File: src/rtl/dp_arbiter_pkg.sv
// Shared widths and FSM state encoding for the dp_arbiter datapath sequencer.
package dp_arb_pkg;
    localparam int DP_W   = 3;
    localparam int OPC_W  = 3;
    localparam int SEL2_W = 2;
    localparam int STAT_W = 8;

    typedef enum logic [1:0] {IDLE, EXEC, RESP} state_t;
endpackage

File: src/rtl/dp_arbiter_if.sv
// Request, datapath and response channels between requesters, dp_arbiter and the datapath.
interface dp_arbiter_if #(
    parameter int NREQ = 4,
    parameter int DP_W = dp_arb_pkg::DP_W
);
    localparam int IDW = $clog2(NREQ);

    logic [NREQ-1:0]                     req_valid;
    logic [NREQ-1:0]                     req_ready;
    logic [NREQ*DP_W-1:0]                req_a, req_b, req_c, req_d, req_e;
    logic [NREQ*dp_arb_pkg::OPC_W-1:0]   req_opcode;
    logic [NREQ-1:0]                     req_sel_1;
    logic [NREQ*dp_arb_pkg::SEL2_W-1:0]  req_sel_2;

    logic [DP_W-1:0]                     dp_a, dp_b, dp_c, dp_d, dp_e;
    logic [dp_arb_pkg::OPC_W-1:0]        dp_opcode;
    logic                                dp_sel_1;
    logic [dp_arb_pkg::SEL2_W-1:0]       dp_sel_2;
    logic [DP_W-1:0]                     dp_out;
    logic                                dp_carry_out;

    logic                                resp_valid;
    logic                                resp_ready;
    logic [IDW-1:0]                      resp_id;
    logic [DP_W-1:0]                     resp_data;
    logic                                resp_carry;

    modport slave (
        input  req_valid, req_a, req_b, req_c, req_d, req_e, req_opcode, req_sel_1, req_sel_2,
        output req_ready,
        output dp_a, dp_b, dp_c, dp_d, dp_e, dp_opcode, dp_sel_1, dp_sel_2,
        input  dp_out, dp_carry_out,
        output resp_valid, resp_id, resp_data, resp_carry,
        input  resp_ready
    );

    modport master (
        output req_valid, req_a, req_b, req_c, req_d, req_e, req_opcode, req_sel_1, req_sel_2,
        input  req_ready,
        input  dp_a, dp_b, dp_c, dp_d, dp_e, dp_opcode, dp_sel_1, dp_sel_2,
        output dp_out, dp_carry_out,
        input  resp_valid, resp_id, resp_data, resp_carry,
        output resp_ready
    );
endinterface

File: src/rtl/dp_arbiter_rr_pick.sv
// Combinational round-robin find-first: first set request at or above the pointer, wrapping.
module rr_pick #(
    parameter int NREQ = 4,
    parameter int IDW  = $clog2(NREQ)
) (
    input  logic [NREQ-1:0] i_req,
    input  logic [IDW-1:0]  i_ptr,
    output logic [NREQ-1:0] o_gnt,
    output logic [IDW-1:0]  o_idx,
    output logic            o_any
);
    always_comb begin
        o_gnt = '0;
        o_idx = '0;
        o_any = 1'b0;
        for (int i = 0; i < NREQ; i++) begin
            int j;
            j = int'(i_ptr) + i;
            if (j >= NREQ) j = j - NREQ;
            if (!o_any && i_req[j[IDW-1:0]]) begin
                o_any               = 1'b1;
                o_gnt[j[IDW-1:0]]   = 1'b1;
                o_idx               = j[IDW-1:0];
            end
        end
    end
endmodule

File: src/rtl/dp_arbiter.sv
// Round-robin sequencer sharing one combinational datapath among NREQ requesters.
// Optional per-requester grant counters are built when DP_ARB_STATS_EN is defined.
module dp_arbiter
    import dp_arb_pkg::*;
#(
    parameter int NREQ = 4,
    parameter int DP_W = dp_arb_pkg::DP_W
) (
    input  logic                     clk,
    input  logic                     rst_n,
    dp_arbiter_if.slave              bus
`ifdef DP_ARB_STATS_EN
    , input  logic                   stats_clr
    , output logic [NREQ*STAT_W-1:0] grant_count
`endif
);
    localparam int IDW = $clog2(NREQ);

    state_t              r_state;
    logic [IDW-1:0]      r_rr_ptr, r_cur_id, r_resp_id;
    logic [DP_W-1:0]     r_dp_a, r_dp_b, r_dp_c, r_dp_d, r_dp_e, r_resp_data;
    logic [OPC_W-1:0]    r_dp_opcode;
    logic                r_dp_sel_1, r_resp_valid, r_resp_carry;
    logic [SEL2_W-1:0]   r_dp_sel_2;

    logic [NREQ-1:0]     w_gnt;
    logic [IDW-1:0]      w_idx;
    logic                w_any, w_accept;

    rr_pick #(.NREQ(NREQ), .IDW(IDW)) u_pick (
        .i_req (bus.req_valid),
        .i_ptr (r_rr_ptr),
        .o_gnt (w_gnt),
        .o_idx (w_idx),
        .o_any (w_any)
    );

    assign w_accept      = (r_state == IDLE) && w_any;
    // Grants only in IDLE, and never while reset is asserted.
    assign bus.req_ready = (r_state == IDLE && rst_n) ? w_gnt : '0;

    always_ff @(posedge clk or negedge rst_n) begin
        if (!rst_n) begin
            r_state      <= IDLE;
            r_rr_ptr     <= '0;
            r_cur_id     <= '0;
            r_dp_a       <= '0;
            r_dp_b       <= '0;
            r_dp_c       <= '0;
            r_dp_d       <= '0;
            r_dp_e       <= '0;
            r_dp_opcode  <= '0;
            r_dp_sel_1   <= 1'b0;
            r_dp_sel_2   <= '0;
            r_resp_valid <= 1'b0;
            r_resp_id    <= '0;
            r_resp_data  <= '0;
            r_resp_carry <= 1'b0;
        end else begin
            case (r_state)
                IDLE: if (w_accept) begin
                    r_dp_a      <= bus.req_a[w_idx*DP_W +: DP_W];
                    r_dp_b      <= bus.req_b[w_idx*DP_W +: DP_W];
                    r_dp_c      <= bus.req_c[w_idx*DP_W +: DP_W];
                    r_dp_d      <= bus.req_d[w_idx*DP_W +: DP_W];
                    r_dp_e      <= bus.req_e[w_idx*DP_W +: DP_W];
                    r_dp_opcode <= bus.req_opcode[w_idx*OPC_W +: OPC_W];
                    r_dp_sel_1  <= bus.req_sel_1[w_idx];
                    r_dp_sel_2  <= bus.req_sel_2[w_idx*SEL2_W +: SEL2_W];
                    r_cur_id    <= w_idx;
                    r_state     <= EXEC;
                end
                EXEC: begin
                    r_resp_data  <= bus.dp_out;
                    r_resp_carry <= bus.dp_carry_out;
                    r_resp_id    <= r_cur_id;
                    r_resp_valid <= 1'b1;
                    r_state      <= RESP;
                end
                RESP: if (bus.resp_ready) begin
                    r_resp_valid <= 1'b0;
                    r_rr_ptr     <= (r_cur_id == IDW'(NREQ-1)) ? '0 : r_cur_id + 1'b1;
                    r_state      <= IDLE;
                end
                default: r_state <= IDLE;
            endcase
        end
    end

    assign bus.dp_a       = r_dp_a;
    assign bus.dp_b       = r_dp_b;
    assign bus.dp_c       = r_dp_c;
    assign bus.dp_d       = r_dp_d;
    assign bus.dp_e       = r_dp_e;
    assign bus.dp_opcode  = r_dp_opcode;
    assign bus.dp_sel_1   = r_dp_sel_1;
    assign bus.dp_sel_2   = r_dp_sel_2;
    assign bus.resp_valid = r_resp_valid;
    assign bus.resp_id    = r_resp_id;
    assign bus.resp_data  = r_resp_data;
    assign bus.resp_carry = r_resp_carry;

`ifdef DP_ARB_STATS_EN
    logic [STAT_W-1:0] r_cnt [NREQ];

    // Clear wins over a same-cycle grant; counts saturate rather than wrap.
    always_ff @(posedge clk or negedge rst_n) begin
        if (!rst_n) begin
            for (int i = 0; i < NREQ; i++) r_cnt[i] <= '0;
        end else if (stats_clr) begin
            for (int i = 0; i < NREQ; i++) r_cnt[i] <= '0;
        end else if (w_accept && r_cnt[w_idx] != '1) begin
            r_cnt[w_idx] <= r_cnt[w_idx] + 1'b1;
        end
    end

    always_comb begin
        grant_count = '0;
        for (int i = 0; i < NREQ; i++) grant_count[i*STAT_W +: STAT_W] = r_cnt[i];
    end
`endif
endmodule

File: src/flat_wrapper.sv
// flat-port wrapper written by rule: the top's interface ports become plain ports
module dp_arbiter_flat import dp_arb_pkg::*;
#(
    parameter int NREQ = 4,
    parameter int DP_W = dp_arb_pkg::DP_W
)
  (clk, rst_n, bus_req_valid, bus_req_a, bus_req_b, bus_req_c, bus_req_d, bus_req_e, bus_req_opcode, bus_req_sel_1, bus_req_sel_2, bus_req_ready, bus_dp_a, bus_dp_b, bus_dp_c, bus_dp_d, bus_dp_e, bus_dp_opcode, bus_dp_sel_1, bus_dp_sel_2, bus_dp_out, bus_dp_carry_out, bus_resp_valid, bus_resp_id, bus_resp_data, bus_resp_carry, bus_resp_ready);
  dp_arbiter_if #(.NREQ(NREQ), .DP_W(DP_W)) bus_i ();
  input  logic clk;
  input  logic rst_n;
  input wire logic [$bits(bus_i.req_valid)-1:0] bus_req_valid;
  input wire logic [$bits(bus_i.req_a)-1:0] bus_req_a;
  input wire logic [$bits(bus_i.req_b)-1:0] bus_req_b;
  input wire logic [$bits(bus_i.req_c)-1:0] bus_req_c;
  input wire logic [$bits(bus_i.req_d)-1:0] bus_req_d;
  input wire logic [$bits(bus_i.req_e)-1:0] bus_req_e;
  input wire logic [$bits(bus_i.req_opcode)-1:0] bus_req_opcode;
  input wire logic [$bits(bus_i.req_sel_1)-1:0] bus_req_sel_1;
  input wire logic [$bits(bus_i.req_sel_2)-1:0] bus_req_sel_2;
  output wire logic [$bits(bus_i.req_ready)-1:0] bus_req_ready;
  output wire logic [$bits(bus_i.dp_a)-1:0] bus_dp_a;
  output wire logic [$bits(bus_i.dp_b)-1:0] bus_dp_b;
  output wire logic [$bits(bus_i.dp_c)-1:0] bus_dp_c;
  output wire logic [$bits(bus_i.dp_d)-1:0] bus_dp_d;
  output wire logic [$bits(bus_i.dp_e)-1:0] bus_dp_e;
  output wire logic [$bits(bus_i.dp_opcode)-1:0] bus_dp_opcode;
  output wire logic [$bits(bus_i.dp_sel_1)-1:0] bus_dp_sel_1;
  output wire logic [$bits(bus_i.dp_sel_2)-1:0] bus_dp_sel_2;
  input wire logic [$bits(bus_i.dp_out)-1:0] bus_dp_out;
  input wire logic [$bits(bus_i.dp_carry_out)-1:0] bus_dp_carry_out;
  output wire logic [$bits(bus_i.resp_valid)-1:0] bus_resp_valid;
  output wire logic [$bits(bus_i.resp_id)-1:0] bus_resp_id;
  output wire logic [$bits(bus_i.resp_data)-1:0] bus_resp_data;
  output wire logic [$bits(bus_i.resp_carry)-1:0] bus_resp_carry;
  input wire logic [$bits(bus_i.resp_ready)-1:0] bus_resp_ready;
  assign bus_i.req_valid = bus_req_valid;
  assign bus_i.req_a = bus_req_a;
  assign bus_i.req_b = bus_req_b;
  assign bus_i.req_c = bus_req_c;
  assign bus_i.req_d = bus_req_d;
  assign bus_i.req_e = bus_req_e;
  assign bus_i.req_opcode = bus_req_opcode;
  assign bus_i.req_sel_1 = bus_req_sel_1;
  assign bus_i.req_sel_2 = bus_req_sel_2;
  assign bus_req_ready = bus_i.req_ready;
  assign bus_dp_a = bus_i.dp_a;
  assign bus_dp_b = bus_i.dp_b;
  assign bus_dp_c = bus_i.dp_c;
  assign bus_dp_d = bus_i.dp_d;
  assign bus_dp_e = bus_i.dp_e;
  assign bus_dp_opcode = bus_i.dp_opcode;
  assign bus_dp_sel_1 = bus_i.dp_sel_1;
  assign bus_dp_sel_2 = bus_i.dp_sel_2;
  assign bus_i.dp_out = bus_dp_out;
  assign bus_i.dp_carry_out = bus_dp_carry_out;
  assign bus_resp_valid = bus_i.resp_valid;
  assign bus_resp_id = bus_i.resp_id;
  assign bus_resp_data = bus_i.resp_data;
  assign bus_resp_carry = bus_i.resp_carry;
  assign bus_i.resp_ready = bus_resp_ready;
  dp_arbiter #(.NREQ(NREQ), .DP_W(DP_W)) u_core (.clk(clk), .rst_n(rst_n), .bus(bus_i));
endmodule
File: config.mk
export PLATFORM = sky130hd
export DESIGN_NAME = dp_arbiter_flat
export DESIGN_NICKNAME = d
export VERILOG_FILES = /design/src/rtl/dp_arbiter_pkg.sv /design/src/rtl/dp_arbiter_if.sv /design/src/rtl/dp_arbiter_rr_pick.sv /design/src/rtl/dp_arbiter.sv /design/src/flat_wrapper.sv
export SDC_FILE = /design/constraint.sdc
export NUM_CORES = 1
export LEC_CHECK = 0
export ABC_AREA = 1
export CAP_MARGIN = 15
export CORE_AREA = 2 2 82 84
export CTS_CLUSTER_DIAMETER = 60
export DETAILED_ROUTE_END_ITERATION = 8
export DIE_AREA = 0 0 84 86
export GPL_TIMING_DRIVEN = 0
export PLACE_DENSITY_LB_ADDON = 0.15
export SYNTH_ARGS = -nofsm -noshare
export SYNTH_HDL_FRONTEND = slang
export SYNTH_SLANG_ARGS = --single-unit
File: constraint.sdc
create_clock -name clk -period 5.3 [get_ports clk]
set_input_delay 0.53 -clock clk [delete_from_list [all_inputs] [get_ports clk]]
set_output_delay 0.53 -clock clk [all_outputs]
set_load 0.02 [all_outputs]
## Yosys cells after proc, flatten, opt, wreduce, memory -nomap -nowiden

Index checks and enable logic that the tools add are counted.

| word-level totals | value |
|---|---|
| flip-flop bits (word level) | 34 |

| operators by class | value |
|---|---|
| bitwise logic cells | 3 |
| equality and inequality tests | 5 |
| shift operators | 7 |
| multipliers | 1 |
| multiplexer cells | 41 |
| $lt $le $gt $ge | 13 |
| add/sub/neg operators | 8 |
| reduce and logical (&&, ||, !) cells | 18 |

Operators by type and width:

| operator | count |
|---|---|
| 12-bit by 5-bit indexed part select with 3-bit output | 6 |
| 2-bit two-way mux | 11 |
| 4-bit two-way mux | 5 |
| 2-bit by 3-bit less-than comparator with 1-bit output, second input constant | 5 |
| 1-bit two-way mux | 14 |
| 4-bit OR | 3 |
| 1-bit binary-select mux with 2-bit select | 5 |
| 3-bit >= comparator, second input constant | 3 |
| 1-bit logical AND | 9 |
| 1-bit demux with 2-bit select | 4 |
| 2-bit by 1-bit >= comparator with 1-bit output, second input constant | 4 |
| 2-bit AND reduction | 4 |
| 8-bit by 4-bit indexed part select with 2-bit output | 1 |
| 2-bit by 1-bit subtractor with 2-bit output, second input constant | 4 |
| 2-bit by 2-bit adder with 3-bit output, second input constant | 2 |
| 2-bit case mux with 3 select lines | 1 |
| 2-bit equality test, second input constant | 2 |
| 2-bit by 2-bit multiplier with 4-bit output, second input constant | 1 |
| 2-bit by 1-bit adder with 3-bit output, second input constant | 1 |
| 2-bit by 3-bit >= comparator with 1-bit output, second input constant | 1 |
| 1-bit logical NOT | 3 |
| 2-bit by 1-bit adder with 2-bit output, second input constant | 1 |
| 2-bit by 1-bit equality test with 1-bit output, second input constant | 1 |
| 2-bit logical NOT | 1 |
| 4 further kinds | 4 |

## Logic depth before layout (Yosys ltp)

Gate-level depths: netlist of the first run.

| logic depth | value |
|---|---|
| depth after elaboration | 17 |
| mapped depth | 17 |
| gate-level depth less buffers | 16 |

## By module

A second synthesis of the first run with hierarchy kept.

| unflattened totals | value |
|---|---|
| cells, all modules | 473 |
| area, all modules | 2829.0 µm² |

By module, submodules not included:

| module | sequential area each (µm²) | times used | cells an instance | area an instance (µm²) |
|---|---|---|---|---|
| dp_arbiter | 850.8 | 1 | 399 | 2388.5 |
| rr_pick | 0.0 | 1 | 74 | 440.4 |

## Worst setup path after synthesis of the first run

Ideal clock, no wire load.

| timing | value |
|---|---|
| path kind | flip-flop to output port |
| start | register u_core.r_rr_ptr[0] |
| end | output port bus_req_ready[3] |
| data arrival time | 1.918 ns |
| stages on the path, launching flop included | 14 |
| path slack | 2.852 ns |
| data required time | 4.770 ns |
| cell sequence | dfrtp_1 inv_2 ha_1 inv_1 nand3_1 nand2_2 inv_2 nor2_8 nand2_1 o21ai_0 a21oi_1 o21ai_0 nand2_1 inv_1 |

| on the way | value |
|---|---|
| word-level cells in the longest chain between the ends | 15 |
| elaborated cells on any way between the ends | 60 |
| classes of those cells | add/sub (7); order compare (12); mux (28); bitwise (3); reduce/logical (10) |

Ends and longest elaborated chain:

| item | line | text |
|---|---|---|
| start: declaration | dp_arbiter.sv:20 | `logic [IDW-1:0] r_rr_ptr, r_cur_id, r_resp_id;` |
| start signal: assignment | dp_arbiter.sv:82 | `r_rr_ptr <= (r_cur_id == IDW'(NREQ-1)) ? '0 : r_cur_id + 1'b1;` |
| branches (longest 13 deep; another with 2-bit by 1-bit adder with 3-bit output) | - |  |
| 4-bit two-way mux (*) | dp_arbiter_rr_pick.sv:20 | `if (!o_any && i_req[j[IDW-1:0]]) begin` |
| 4-bit two-way mux (*) | dp_arbiter.sv:40 | `assign bus.req_ready = (r_state == IDLE && rst_n) ? w_gnt : '0;` |
| end: declaration | flat_wrapper.sv:20 | `output wire logic [$bits(bus_i.req_ready)-1:0] bus_req_ready;` |

Every way passes the cells marked *. The select of a mux whose other input is x is not followed.

## Worst setup path after layout of the first run

Ends and elaborated chain as after synthesis.

==> impl_metrics.tcl, run 1 <==
set metrics [dict create \
    design_area_mm2 0.00430 \
    multi_input_area_mm2 0.00146 \
    dr.first_iter.drc_count 127 \
    outcome "complete, no violations" \
    dieArea_mm2 0.00722 \
    cts-resized-gates 0 \
    drt-pass1-iter-count 4 \
    finalClockSkew_ns 0.00774 \
    nets 708 \
    synthAdderAreaFrac_pct 3.51 \
    gp_congestion 0.883 \
    hp-class "in -> async" \
    synth.top_cell.area_share_pct 29.9 \
    synth_nets 575 \
    gr-usage-all-layers_pct 23.0 \
    ys_ff_latch 34 \
    root_buffer "clkbuf_8" \
    cts.path.max_buffers 2 \
    dieHeight_um 86 \
    synth.largest_area_cell "dfrtp_1" \
    synth_compound_area_share_pct 3.95 \
    n_fill_cell 571 \
    routed_via_density 4.78 \
    row_count 29 \
    dp_hpwl_mm 6.48 \
    vdd_drop_max_mv 0.656 \
    start_util_pct 45.4 \
    grt_pass1_vias 3129 \
    drv_cap 0 \
    cellLeakagePower_uw 0.00240 \
    io_buffers 126 \
    routed_wirelength_mm 8.03 \
    clock_latency_ns 0.30 \
    worst_pin_slew_ns 0.740 \
    hold_viol 0 \
    layout-drive-gt1-share_pct 7.10 \
    synthTopCellsByArea "dfrtp_1, nand2_1, nand3_1" \
    hold_buffers 0 \
    crit_path_end_kind "output port" \
    antenna_found_initial 0 \
    setup_viol 0 \
    critPathArrivalTime_ns 3.04 \
    syn_area_mm2 0.00285 \
    grt_max_degree 36 \
    cts_buffers 5 \
    syn_inst 472 \
    synth_flop_cell "dfrtp_1" \
    synth_area_per_cell_um2 6.04 \
    antennaDiodeCount 0 \
    cts.sinks 34 \
    yosysMostFrequentCell "nand2_1" \
    drv_slew 0 \
    slew_headroom_pct 50.7 \
    ys_seq_area_share_pct 29.9 \
    post_dp_cell_area_mm2 0.00420 \
    postSynth.asyncResetShare_pct 100 \
    clk_transition_reported_paths_ns 0.07 \
    ant_nets 0 \
    yosys-top-cells-count "nand2_1, inv_1, nand3_1" \
    synth_simple_gate_area_share_pct 43.7 \
    tns_ns 0 \
    grt_pass1_wl_mm 13.8 \
    overflow 0 \
    critPathKind "reg -> out" \
    vias 3264 \
    worstPathRequired_ns 4.77 \
    fmax_mhz 280 \
    drc_errors 0 \
    yosys_warnings 0 \
    fin_crit_ns 3.57 \
    final-seq-area_um2 851 \
    area_growth_pct 50.8 \
    synthXorXnorAreaFrac_pct 0 \
    synthDistinctLibCells 26 \
    cellPowerDensity_mw_per_mm2 748 \
    post-cts-setup-buffers 0 \
    wl_per_cell_um 11.8 \
    synth_top_family_by_area "simple AND/OR/NAND/NOR gates" \
    utilization_pct 68.4 \
    synth_mux_area_share_pct 0 \
    total_power_uw 3210 \
    core_area_mm2 0.00628 \
    rsz0062_at_grt "no" \
    fin_crit_sh_pct 67.4 \
    synth_edf_count 0 \
    cp-start-kind "flop" \
    die_x_um 84 \
    cts_tree "done" \
    worstPathMaxFanout 11 \
    ios 127 \
    htreeDepth 2 \
]
==> report_power, final <==
| part | switching [uW] | total [uW] | leakage, uW | internal, uW |
|---|---|---|---|---|
| Clock | 100 | 205 | 0.0000472 | 104 |
| Combinational | 1530 | 2510 | 0.00194 | 975 |
| Sequential | 98.1 | 500 | 0.000416 | 402 |
==> sequential cells by signal (all words and copies together), names as in the netlist <==
register,cells
u_core.bus.dp_a,3
u_core.bus.dp_b,3
u_core.bus.dp_c,3
u_core.bus.dp_d,3
u_core.bus.dp_e,3
u_core.bus.dp_opcode,3
u_core.bus.resp_data,3
u_core.bus.dp_sel_2,2
u_core.bus.resp_id,2
u_core.r_cur_id,2
u_core.r_rr_ptr,2
u_core.r_state,2
u_core.bus.dp_sel_1,1
u_core.bus.resp_carry,1
u_core.bus.resp_valid,1
==> per-stage QoR <==
step	setup slack (ns)	std cells	hold slack, ns
after floorplan	2.85	472	0.234
after global placement	1.42	675	0.457
after detailed placement	2.06	675	0.459
after CTS	1.74	683	0.327
after global routing	1.49	683	0.365
final	1.73	683	0.294
==> worst max-delay path, stage by stage, from the launching register on <==
cell and delay [ns]:
dfrtp_1 0.59, inv_2 0.20, ha_1 0.38, inv_1 0.11, nand3_1 0.10, nand2_2 0.10
inv_2 0.06, nor2_8 0.12, nand2_1 0.09, o21ai_0 0.15, a21oi_1 0.05, o21ai_0 0.08
nand2_1 0.07, inv_1 0.06, clkdlybuf4s50_1 0.59
==> kinds of logic (layout without fill, tap and decap cells) <==
group / after synthesis / count (layout)
flops: 34 / 34
fa+ha+maj: 8 / 8
simple gates: 280 / 280
buf+inv: 130 / 264
compound gates: 20 / 20
==> metal layers <==
metal / up-vias / GRT usage [%] / share of wire [%]
met5: - / 0 / 0
met4: 0 / 8.06 / 2.1
met3: 13 / 4.04 / 6.0
met2: 115 / 40.3 / 49
met1: 1449 / 28.7 / 43
li1: 1687 / - / -
==> path summary, 6_finish.rpt <==
kind                       depth (start not counted)  slack [ns]                       to               startpoint
setup / recovery                                  14        1.73         bus_req_ready[3]       u_core.r_rr_ptr[0]
hold / removal                                     1        0.29  u_core.bus.dp_opcode[0]                    rst_n
setup reg to reg                                  17        2.58  u_core.bus.dp_opcode[0]       u_core.r_rr_ptr[0]
hold reg to reg                                    2        0.47  u_core.bus.resp_data[2]  u_core.bus.resp_data[2]
max in group asynchronous                          1        4.53   u_core.bus.dp_sel_2[1]                    rst_n
min in group clk                                   2        0.47  u_core.bus.resp_data[2]  u_core.bus.resp_data[2]
==> layout make-up <==
cell class	count	area share (%)
Clock inverter	2	0.291
Timing Repair Buffer	126	29.2
Inverter	110	9.61
Buffer	20	2.94
Tap cell	77	2.24
Sequential cell	34	19.8
Clock buffer	6	1.92
Multi-Input combinational cell	308	34.0
==> layout by cell type, fill, tap and decap left out <==
master,count
nand4_1,2
ha_1,8
clkinvlp_4,1
dfrtp_1,34
nor3_1,1
clkbuf_1,3
o31ai_1,1
nor3b_1,1
clkdlybuf4s50_1,125
clkinv_2,1
buf_6,4
inv_1,105
nand2_2,6
nand2_4,2
o221ai_1,1
buf_2,12
nand2_1,164
inv_2,5
nor2_1,6
a21oi_1,5
a31oi_1,1
a21boi_0,1
nand3_1,92
o22ai_1,2
clkbuf_8,6
buf_4,2
nor2_8,1
o21ai_0,9
or2_1,2
nand3_2,3
No activity file was read; power rests on OpenSTA's default activity.
==> inputs of run 2 (changes only) <==
Settings changed: CORE_AREA 2 2 82 84 to 2 2 85 87, DIE_AREA 0 0 84 86 to 0 0 87 89.
Clock period 5.3 ns to 3.6 ns, I/O delays scaled along.
==> run 2 against run 1 <==
Net effect: utilization fell by 4.2 points; largest power group unchanged; global-route usage decreased by 1.8 points; worst hold slack worse by 0.15 ns; critical path depth unchanged; critical endpoint unchanged; via count down 2.1%.
==> impl_metrics.tcl, run 2 (synthesis results as in run 1) <==
set metrics [dict create \
    hp-class "in -> async" \
    highest_layer "met4" \
    clk_transition_reported_paths_ns 0.07 \
    area_growth_pct 51.6 \
    setup_viol 0 \
    crit_path_end_kind "output port" \
    nets 708 \
    cts.path.max_buffers 2 \
    cp-start-kind "flop" \
    r2r_cells 17 \
    hold_ws_ns 0.141 \
    outcome "complete, no violations" \
    wl_met1_mm 3.43 \
    antennaDiodeCount 0 \
    worstPathMaxFanout 7 \
    gp_congestion 0.948 \
    cts.sinks 34 \
    slew_headroom_pct 49.8 \
    gr-usage-all-layers_pct 21.2 \
    wl_per_cell_um 11.4 \
    drv_cap 0 \
    worst_pin_slew_ns 0.753 \
    dieHeight_um 89 \
    reg2reg_slack_ns 0.98 \
    vdd_drop_max_mv 0.829 \
    final_common_cell "nand2_1" \
    row_count 30 \
    cellLeakagePower_uw 0.00241 \
    clock_latency_ns 0.28 \
    routed_via_density 4.67 \
    finalNonFillerCells 685 \
    dp_hpwl_mm 6.41 \
    drv_slew 0 \
    rsz0062_at_grt "no" \
    core_area_mm2 0.00672 \
    finalClockSkew_ns 0.00625 \
    grt_pass1_vias 2961 \
    grt_max_degree 36 \
    io_buffers 126 \
    layout-drive-gt1-share_pct 7.11 \
    cts_buffers 5 \
    ios 127 \
    fin_ws_ns 0.276 \
    drt-pass1-iter-count 4 \
    fin_crit_sh_pct 92.3 \
    start_util_pct 42.4 \
    r2r_start "u_core.r_rr_ptr[1]" \
    hold_viol 0 \
    worstPathRequired_ns 3.24 \
    critPathArrivalTime_ns 2.96 \
    met3RoutedLength_um 454 \
    root_buffer "clkbuf_8" \
    ant_nets 0 \
    overflow 0 \
    placedCellCount 678 \
    grt_pass1_wl_mm 13.3 \
    tns_ns 0 \
    layout_common_cells "nand2_1, clkdlybuf4s50_1, inv_1" \
    fin_crit_ns 3.32 \
    htreeDepth 2 \
    dr.first_iter.drc_count 128 \
    wl_met2_mm 3.79 \
    dieArea_mm2 0.00774 \
    routed_wirelength_mm 7.79 \
    cts_tree "done" \
    die_x_um 87 \
    fmax_mhz 301 \
    drc_errors 0 \
    rr_endpoint "u_core.bus.dp_b[1]" \
    vias 3197 \
    utilization_pct 64.3 \
    antenna_found_initial 0 \
    place_ws_ns 0.522 \
    critPathKind "reg -> out" \
    cellPowerDensity_mw_per_mm2 1100 \
]
==> run 2: changes by cell type in the layout (fill, tap and decap cells not counted), sizes merged <==
cell	change
clkinvlp	-1
clkinv	-1
bufinv	+1
==> run 2: cell type report <==
class                           instances  area (um2)
Timing Repair Buffer                  126        1260
Clock inverter                          1        30.0
Sequential cell                        34         852
Inverter                              110         413
Tap cell                               80         100
Clock buffer                            6        82.6
Fill cell                             609        2400
Buffer                                 20         126
Multi-Input combinational cell        308        1460
==> run 2: power by group <==
group	total [uW]	switching [uW]	internal, uW
sequential	734	140	594
clock	350	129	221
combinational	3680	2240	1430
total	4760	2510	2250
==> run 2: timing repair <==
| action | CTS | global route |
|---|---|---|
| setup endpoints to repair | 0 | 2 |
| resized for setup | 0 | 1 |
| hold buffers | 0 | 0 |
| setup buffers | 0 | 0 |
==> run 2: how the worst max path moves through the flow <==
stage                             startpoint                to  slack, ns  cells after the start
after floorplan           u_core.r_rr_ptr[0]  bus_req_ready[3]       1.32                     13
after global placement                 rst_n  bus_req_ready[2]      0.003                      5
after detailed placement  u_core.r_rr_ptr[0]  bus_req_ready[3]       0.52                     14
after CTS                 u_core.r_rr_ptr[0]  bus_req_ready[3]       0.20                     14
after global routing      u_core.r_rr_ptr[1]  bus_req_ready[3]       0.06                     14
final                     u_core.r_rr_ptr[1]  bus_req_ready[3]       0.28                     14
==> run 2: critical path, cell delays in order (launching register included) <==
cell	delay (ns)
dfrtp_1	0.50
inv_1	0.20
ha_1	0.36
inv_1	0.11
nand3_1	0.09
nand2_2	0.10
inv_2	0.07
nor2_8	0.12
nand2_1	0.08
o21ai_0	0.14
a21oi_1	0.05
o21ai_0	0.11
nand2_1	0.09
inv_1	0.06
clkdlybuf4s50_1	0.59
==> run 2: per-layer routing <==
| layer | GRT usage, % | vias up |
|---|---|---|
| met5 | 0 | - |
| met1 | 27.7 | 1388 |
| li1 | - | 1687 |
| met2 | 36.4 | 112 |
| met3 | 3.32 | 10 |
| met4 | 5.97 | 0 |
==> run 2: through the flow <==
stage / total power (uW) / instance area (um2)
2_1_floorplan: 3340 / 2850
3_3_place_gp: 4350 / 4210
3_5_place_dp: 4420 / 4210
4_1_cts: 4790 / 4320
5_1_grt: 5320 / 4320
6_report: 4760 / 4320
==> inputs of run 3 (changes only) <==
Settings changed: REMOVE_ABC_BUFFERS set to 1.
==> run 3 against run 2 <==
Net effect: sequential power fell by 1%; clock power grew 21%; clock skew is 0.0060 ns higher; setup slack gained 0.033 ns; routed wire length grew 1.9%; worst hold slack improved by 0.0036 ns; critical path type unchanged.
==> impl_metrics.tcl, run 3 (synthesis results as in run 1) <==
set metrics [dict create \
    fin_crit_sh_pct 91.4 \
    cts_tree "done" \
    hp-class "in -> async" \
    slowest_delay_ns 0.59 \
    outcome "complete, no violations" \
    drv_slew 0 \
    crit_path_end_kind "output port" \
    row_count 30 \
    gr-usage-all-layers_pct 21.6 \
    final-seq-area_um2 852 \
    start_util_pct 42.4 \
    final_common_cell "nand2_1" \
    drv_cap 0 \
    grt_max_degree 46 \
    fin_crit_ns 3.29 \
    vdd_drop_max_mv 0.584 \
    dr.first_iter.drc_count 110 \
    design_area_mm2 0.00424 \
    reg2reg_slack_ns 0.60 \
    clock_latency_ns 0.29 \
    cp_slowest_cell "clkdlybuf4s50_1" \
    io_buffers 126 \
    area_growth_pct 48.9 \
    setup_viol 0 \
    hold_buffers 0 \
    cts.path.max_buffers 2 \
    multi_input_area_mm2 0.00148 \
    cp-start-kind "flop" \
    htreeDepth 2 \
    antennaDiodeCount 0 \
    die_x_um 87 \
    ant_nets 0 \
    routed_wirelength_mm 7.94 \
    core_area_mm2 0.00672 \
    rsz0062_at_grt "no" \
    wl_per_cell_um 11.9 \
    critPathArrivalTime_ns 2.93 \
    antenna_found_initial 0 \
    n_fill_cell 623 \
    drt-pass1-iter-count 4 \
    worstPathRequired_ns 3.24 \
    ios 127 \
    finalClockSkew_ns 0.0122 \
    fmax_mhz 304 \
    crit_chain "inv_1 > ha_1 > inv_1 > nand3_1 > nand2_2 > inv_2 > nor2_8 > nand2_1 > o21ai_0 > a21oi_1 > o21ai_0 > nand2_1 > inv_1 > clkdlybuf4s50_1" \
    worst_pin_slew_ns 0.779 \
    post_dp_cell_area_mm2 0.00408 \
    dp_hpwl_mm 5.62 \
    critPathBufInv 5 \
    grt_pass1_wl_mm 13.4 \
    overflow 0 \
    dieArea_mm2 0.00774 \
    worstPathMaxFanout 7 \
    layout-drive-gt1-share_pct 4.78 \
    cts_buffers 5 \
    vias 3155 \
    drc_errors 0 \
    cts.sinks 34 \
    critPathKind "reg -> out" \
    dieHeight_um 89 \
    routed_via_density 4.74 \
    layout_common_cells "nand2_1, clkdlybuf4s50_1, inv_1" \
    cellLeakagePower_uw 0.00235 \
    cellPowerDensity_mw_per_mm2 1080 \
    slew_headroom_pct 48.1 \
    root_buffer "clkbuf_8" \
    cp_top_family "buffers and inverters" \
    clk_transition_reported_paths_ns 0.08 \
    grt_pass1_vias 3021 \
    utilization_pct 63.1 \
    nets 688 \
    gp_congestion 0.855 \
    cp_common_cell "inv_1" \
    hold_viol 0 \
]
## run 3: cell count changes in the layout (fill, tap and decap cells not counted), sizes merged
cell and delta:
bufinv +1, clkbuf -4, clkinv +1, buf -17
## run 3: layout make-up
cell class / instances / share of cell area [%]
clock buffer: 5 / 1.62
clock inverter: 3 / 1.62
inverter: 110 / 9.73
multi-input combinational: 308 / 35.0
sequential: 34 / 20.1
tap: 80 / 2.36
timing repair buffer: 126 / 29.6
## run 3: report_power, final
part | internal, uW | leakage [uW] | switching, uW
logic | 1200 | 0.00187 | 2220
clock network | 277 | 0.0000683 | 148
registers | 593 | 0.000415 | 133
## run 3: per-stage QoR
step	setup TNS, ns	cells	hold slack (ns)	setup WS, ns	power, uW
3_3_place_gp	-0.0623	658	0.452	-0.0623	4040
6_report	0	666	0.144	0.309	4560
5_1_grt	0	666	0.208	0.0713	5100
2_1_floorplan	0	452	0.0644	0.848	3030
4_1_cts	0	666	0.173	0.115	4580
3_5_place_dp	-0.00163	658	0.458	-0.00163	4110
## run 3: final timing paths
kind                                         end                  start  cells after the start
hold / removal                 u_core.r_state[1]                  rst_n                      1
min in group clk           u_core.bus.resp_id[0]  u_core.bus.resp_id[0]                      2
setup reg to reg              u_core.bus.dp_a[0]     u_core.r_rr_ptr[1]                     15
setup / recovery                bus_req_ready[3]     u_core.r_rr_ptr[1]                     14
max in group asynchronous     u_core.r_rr_ptr[0]                  rst_n                      1
hold reg to reg            u_core.bus.resp_id[0]  u_core.bus.resp_id[0]                      2
## run 3: per-layer routing
layer  track usage, %  routed length [um]  up-vias  share of wire (%)
met5                0                   0        -                  0
met4             5.82                 157        0                2.0
met3             5.36                 531       11                6.7
met2             39.1                3840       95                 48
met1             25.3                3410     1401                 43
li1                 -                   -     1648                  -
## run 3: what timing repair did
action	CTS	global route
endpoints found under the setup margin	2	22
buffers inserted	0	0
gates resized for setup	1	4
